$ cat config.mk
export PLATFORM = sky130hd
export DESIGN_NAME = symbol_upsampler
export DESIGN_NICKNAME = d
export VERILOG_FILES = /design/src/rtl/symbol_upsampler.sv
export SDC_FILE = /design/constraint.sdc
export NUM_CORES = 1
export LEC_CHECK = 0
export CAP_MARGIN = 20
export CORE_UTILIZATION = 49
export CTS_CLUSTER_DIAMETER = 100
export DETAILED_ROUTE_END_ITERATION = 8
export PLACE_DENSITY = 0.79
export SLEW_MARGIN = 20
export SYNTH_ARGS = -nofsm -noshare
export SYNTH_HDL_FRONTEND = slang
export SYNTH_SLANG_ARGS = --single-unit
export TNS_END_PERCENT = 10
$ cat constraint.sdc
create_clock -name clk -period 3.5 [get_ports clk]
set_input_delay 0.7 -clock clk [delete_from_list [all_inputs] [get_ports clk]]
set_output_delay 0.7 -clock clk [all_outputs]
set_load 0.01 [all_outputs]
$ cat src/rtl/symbol_upsampler.sv
// Symbol-to-sample converter: takes symbols over valid/ready and emits a fixed-rate I/Q
// sample stream with a per-symbol strobe, symbol boundaries placed by an NCO phase accumulator.
module symbol_upsampler #(
    parameter int WIDTH = 16
) (
    input  logic             clk,
    input  logic             rst,
    input  logic             ZERO_STUFF,
    input  logic [7:0]       DRIFT,
    input  logic [WIDTH-1:0] I_1M,
    input  logic [WIDTH-1:0] Q_1M,
    input  logic             sym_valid,
    output logic             sym_ready,
    output logic [WIDTH-1:0] I_32M,
    output logic [WIDTH-1:0] Q_32M,
    output logic             sym_strobe,
    output logic             underrun
);

    // Symbol period and nominal per-sample phase step, in accumulator units.
    localparam logic [WIDTH-1:0] PERIOD = {3'b001, {(WIDTH-3){1'b0}}};
    localparam logic [WIDTH-1:0] NOM    = {8'b0000_0001, {(WIDTH-8){1'b0}}};

    typedef enum logic {
        IDLE = 1'b0,
        RUN  = 1'b1
    } state_t;

    state_t           state_q, state_d;
    logic [WIDTH-1:0] cnt_q, cnt_d;
    logic [WIDTH-1:0] sym_i_q, sym_i_d;
    logic [WIDTH-1:0] sym_q_q, sym_q_d;
    logic [WIDTH-1:0] i_out_q, i_out_d;
    logic [WIDTH-1:0] q_out_q, q_out_d;
    logic             strobe_q, strobe_d;
    logic             underrun_q, underrun_d;

    logic [WIDTH-1:0] step;
    logic [WIDTH-1:0] phase_sum;
    logic             boundary;
    logic             take;

    // Step stays positive for any DRIFT, and cnt stays below PERIOD, so the sum never wraps.
    assign step      = NOM + {{(WIDTH-8){DRIFT[7]}}, DRIFT};
    assign phase_sum = cnt_q + step;
    assign boundary  = (state_q == RUN) && (phase_sum >= PERIOD);
    assign take      = sym_ready && sym_valid;

    always_ff @(posedge clk) begin
        if (rst) begin
            state_q    <= IDLE;
            cnt_q      <= '0;
            sym_i_q    <= '0;
            sym_q_q    <= '0;
            i_out_q    <= '0;
            q_out_q    <= '0;
            strobe_q   <= 1'b0;
            underrun_q <= 1'b0;
        end else begin
            state_q    <= state_d;
            cnt_q      <= cnt_d;
            sym_i_q    <= sym_i_d;
            sym_q_q    <= sym_q_d;
            i_out_q    <= i_out_d;
            q_out_q    <= q_out_d;
            strobe_q   <= strobe_d;
            underrun_q <= underrun_d;
        end
    end

    always_comb begin
        state_d = state_q;
        case (state_q)
            IDLE:    if (sym_valid) state_d = RUN;
            RUN:     if (boundary && !sym_valid) state_d = IDLE;
            default: state_d = IDLE;
        endcase
    end

    always_comb begin
        sym_ready  = (state_q == IDLE) || boundary;
        cnt_d      = cnt_q;
        sym_i_d    = sym_i_q;
        sym_q_d    = sym_q_q;
        i_out_d    = '0;
        q_out_d    = '0;
        strobe_d   = 1'b0;
        underrun_d = underrun_q;
        if (take) begin
            sym_i_d  = I_1M;
            sym_q_d  = Q_1M;
            i_out_d  = I_1M;
            q_out_d  = Q_1M;
            strobe_d = 1'b1;
            // Keep the fractional phase across boundaries so drift averages out exactly.
            cnt_d    = (state_q == IDLE) ? '0 : phase_sum - PERIOD;
        end else if (boundary) begin
            underrun_d = 1'b1;
            cnt_d      = '0;
        end else if (state_q == RUN) begin
            cnt_d = phase_sum;
            if (!ZERO_STUFF) begin
                i_out_d = sym_i_q;
                q_out_d = sym_q_q;
            end
        end
    end

    assign I_32M      = i_out_q;
    assign Q_32M      = q_out_q;
    assign sym_strobe = strobe_q;
    assign underrun   = underrun_q;

endmodule

# Word level (Yosys, flattened, before mapping)

Cells that the tools add are included.

Register bits: 83
Bits of input ports: 44
Output and inout port bits: 35
Word-level logic and storage cells: 37

Add/subtract/negate cells: 3
Magnitude comparators: 1
Muxes and demuxes: 16
Bitwise logic cells: 2
Reductions and logical operators: 7

Operator list:

| cell                     | count |
|---|---|
| $mux W16                 | 12 |
| $add A16 B16 Y16         | 1 |
| $ge A16 B14 Y1 const B   | 1 |
| $sub A16 B14 Y16 const B | 1 |
| $add A10 B8 Y11 const A  | 1 |
| $logic_and A1 B1 Y1      | 3 |
| $mux W1                  | 3 |
| $reduce_bool A3 Y1       | 1 |
| $not A1 Y1               | 2 |
| $pmux W1 S2              | 1 |
| $reduce_and A2 Y1        | 1 |
| $logic_not A1 Y1         | 1 |
| $logic_or A1 B1 Y1       | 1 |

# Longest topological paths before layout

Word-level depth: 8
Mapped depth: 12
Depth with buffers taken out: 12

# Worst setup path before layout

OpenSTA, ideal clock, no wires.

Path type: input -> output
From: input DRIFT[5]
To: output sym_ready
Arrival: 2390 ps
Data required time: 2800 ps
Setup slack: 410 ps
Cell stages on the path: 8
Path buffers: 1
Path through: ha_1 > buf_2 > a21o_1 > a221o_1 > a21o_4 > mux2i_4 > mux2_4 > nand2_1

Word-level cells in the longest chain between the ends: 5

Ends and longest elaborated chain:

| what                | RTL line | RTL |
|---|---|---|
| start: declaration  | 9        | `input logic [7:0] DRIFT,` |
| $add A10 B8 Y11     | 44       | `assign step = NOM + {{(WIDTH-8){DRIFT[7]}}, DRIFT};` |
| $add A16 B16 Y16    | 45       | `assign phase_sum = cnt_q + step;` |
| $ge A16 B14 Y1      | 46       | `assign boundary = (state_q == RUN) && (phase_sum >= PERIOD);` |
| $logic_and A1 B1 Y1 | 46       |  |
| $logic_or A1 B1 Y1  | 81       | `sym_ready = (state_q == IDLE) \|\| boundary;` |
| end: declaration    | 13       | `output logic sym_ready,` |

No other way between the ends.

# Final worst setup path

From: input DRIFT[1]
To: output sym_ready

Same word-level chain as after synthesis.

==> metrics.json <==
{
  "outcome": {"value": "finished, final reports clean"},
  "postRouteWirelength": {"value": 6740, "unit": "µm"},
  "clkSinkCount": {"value": 83},
  "wl_met2": {"value": 3290, "unit": "µm"},
  "met3_length": {"value": 265, "unit": "µm"},
  "area.growth.synth_to_final": {"value": 40.9, "unit": "%"},
  "post_layout_nonfiller_instances": {"value": 462},
  "critical_path_peak_fanout": {"value": 2},
  "setup_viol_count_final": {"value": 0},
  "numCtsBuffers": {"value": 9},
  "critPathCaptureType": {"value": "output port"},
  "htree_num_levels": {"value": 3},
  "dp.final_hpwl": {"value": 4520, "unit": "µm"},
  "drc": {"value": 0},
  "leak_pwr": {"value": 1.85, "unit": "nW"},
  "ys_seq_elements": {"value": 83},
  "synth_largest_type_area_fraction": {"value": 0.518},
  "drt_pass1_iterations": {"value": 4},
  "grt_setup_unrepaired": {"value": "no"},
  "globalRoute.totalOverflow": {"value": 0},
  "die_height": {"value": 82.9, "unit": "µm"},
  "whs": {"value": 0.468, "unit": "ns"},
  "finalHoldViolations": {"value": 0},
  "layout_worst_path_cycle_share": {"value": 0.983},
  "grt_pass1_vias": {"value": 2321},
  "synth-seq-area-share": {"value": 0.518},
  "clk_root_buffer_cell": {"value": "clkbuf_8"},
  "asr_flop_ratio_synth": {"value": 0},
  "number_of_rows_in_the_core_area": {"value": 29},
  "dpl-instance-area": {"value": 4230, "unit": "µm²"},
  "grt_util_all_layers": {"value": 0.198},
  "design.core.area": {"value": 6350, "unit": "µm²"},
  "floorplan.die_area": {"value": 6870, "unit": "µm²"},
  "worst_hold_path_type": {"value": "reg2reg"},
  "slew_headroom": {"value": 0.727},
  "ir_worst_vdd": {"value": 0.000378, "unit": "V"},
  "cell_count_after_synthesis": {"value": 280},
  "worst-endpoint-required": {"value": 2.80, "unit": "ns"},
  "setup.worst_path.class": {"value": "in2out"},
  "finalWeightedCongestion": {"value": 0.783},
  "fmaxAchievable": {"value": 0.291, "unit": "GHz"},
  "period_minus_slack": {"value": 3.44, "unit": "ns"},
  "clock_latency_reported_for_the_late_side_of_the_worst_skew_pair": {"value": 0.34, "unit": "ns"},
  "synth_edf_count": {"value": 0},
  "met1_length": {"value": 3090, "unit": "µm"},
  "netlist.top_cell.by_area": {"value": "dfxtp_1"},
  "routed_via_density": {"value": 5.44},
  "crit_arrival": {"value": 2.74, "unit": "ns"},
  "vias": {"value": 2513},
  "max_cap_viol_count": {"value": 0},
  "detail_route.wl_per_cell": {"value": 14.6, "unit": "µm"},
  "synth.cells.most_frequent": {"value": "dfxtp_1, a22o_1, nand2_1"},
  "pre_cts_ws": {"value": -0.584, "unit": "ns"},
  "grt_first_pass_wirelength": {"value": 11000, "unit": "µm"},
  "mappedNetlistArea": {"value": 3210, "unit": "µm²"},
  "fin_skew": {"value": 0.0138, "unit": "ns"},
  "tritoncts": {"value": "done"},
  "final_max_slew_viol_count": {"value": 0},
  "cellPowerDensity": {"value": 450, "unit": "nW/µm²"},
  "synthTopCellsByArea": {"value": "dfxtp_1, a22o_1, ha_1"},
  "finish.instance_area": {"value": 4520, "unit": "µm²"},
  "worst_slew_pin_slew": {"value": 0.409, "unit": "ns"},
  "ctsLongestPathBuffers": {"value": 2},
  "synth_top_flop_cell": {"value": "dfxtp_1"},
  "synthDistinctLibCells": {"value": 45},
  "utilization": {"value": 0.712},
  "initialDrtViolationCount": {"value": 91},
  "clkSlewWorstSetupHoldPaths": {"value": 0.08, "unit": "ns"},
  "boundaryPins": {"value": 79},
  "drtAntennaViolNets": {"value": 0},
  "synth.most_common_cell": {"value": "dfxtp_1"},
  "start_util": {"value": 0.505},
  "topRoutingLayerUsed": {"value": "met4"},
  "fin_nets": {"value": 435},
  "antenna_violations_before_repair": {"value": 0},
  "antennaDiodeCount": {"value": 0},
  "io_buffer_count": {"value": 78},
  "ys.warnings.count": {"value": 0},
  "synth.net_count": {"value": 335},
  "die_x": {"value": 82.9, "unit": "µm"},
  "place_inst": {"value": 444},
  "post_route_cells_drive_above_1_share": {"value": 0.177},
  "final_worst_setup_slack": {"value": 0.0598, "unit": "ns"},
  "postSynthAreaPerCell": {"value": 11.5, "unit": "µm²"},
  "critPathLaunchType": {"value": "input pin"},
  "grt_max_degree": {"value": 66}
}
path summary, 6_finish.rpt:
kind              cells past startpoint  slack, ns        from   endpoint
setup / recovery                     10       0.06    DRIFT[1]  sym_ready
hold / removal                        1       0.47  sym_i_q[7]   I_32M[7]
setup reg to reg                     10       0.70    cnt_q[7]  I_32M[12]
hold reg to reg                       1       0.47  sym_i_q[7]   I_32M[7]
cell families after synthesis:
| group | synth area share |
|---|---|
| flops | 0.518 |
| mux | 0.0226 |
| compound gates | 0.263 |
| fa+ha+maj | 0.0452 |
| simple gates | 0.0702 |
| buf+inv | 0.0452 |
| xor+xnor | 0.0355 |
layer usage:
metal,track usage,up-vias
met2,0.335,59
met5,0,-
met4,0.0690,0
met1,0.252,1187
li1,-,1258
met3,0.0408,9
area by class of cell:
class | instances | area, µm²
Inverter | 7 | 26.3
Timing Repair Buffer | 106 | 1040
Tap cell | 77 | 96.3
Sequential cell | 83 | 1660
Fill cell | 450 | 1830
Multi-Input combinational cell | 173 | 1480
Clock inverter | 6 | 72.6
Clock buffer | 10 | 138
metrics by stage:
step	total power [W]	setup TNS, ns
after CTS	0.00205	0
after global routing	0.00213	0
after detailed placement	0.00133	-14.07
after global placement	0.00132	-10.12
final	0.00203	0
after floorplan	0.00119	0
registers in the layout (all words and copies together) (netlist names):
register	cells
cnt_q	16
sym_q_q	16
I_32M	16
sym_strobe	1
state_q	1
Q_32M	16
underrun	1
sym_i_q	16
timing repair:
item,4_1_cts,5_1_grt
endpoints found under the setup margin,1,1
gates resized for setup,16,5
pin swaps,4,4
buffers inserted,2,0
hold buffers,0,0
placed cells by master (no fill, tap or decap), drive strengths merged, types with 4 or more instances in the layout:
master	count
a21o	5
a21oi	11
a22o	72
buf	29
clkbuf	10
clkdlybuf4s50	74
dfxtp	83
ha	10
inv	9
nand2	11
nand3	4
nor2	10
xnor2	6
xor2	7
power breakdown:
part           internal (W)  switching [W]  leakage, nW
registers          0.000994      0.0000249        0.679
logic              0.000176       0.000127         1.07
clock network      0.000357       0.000355       0.0971
total               0.00153       0.000507         1.85
worst max-delay path, stage by stage:
cell,delay [ns]
clkdlybuf4s50_1,0.49
inv_1,0.07
fa_2,0.39
nand2b_4,0.16
a21oi_4,0.16
a21o_4,0.15
mux2i_4,0.23
mux2_4,0.18
nand2_2,0.06
buf_6,0.14
(Power assumes the default switching activity.)
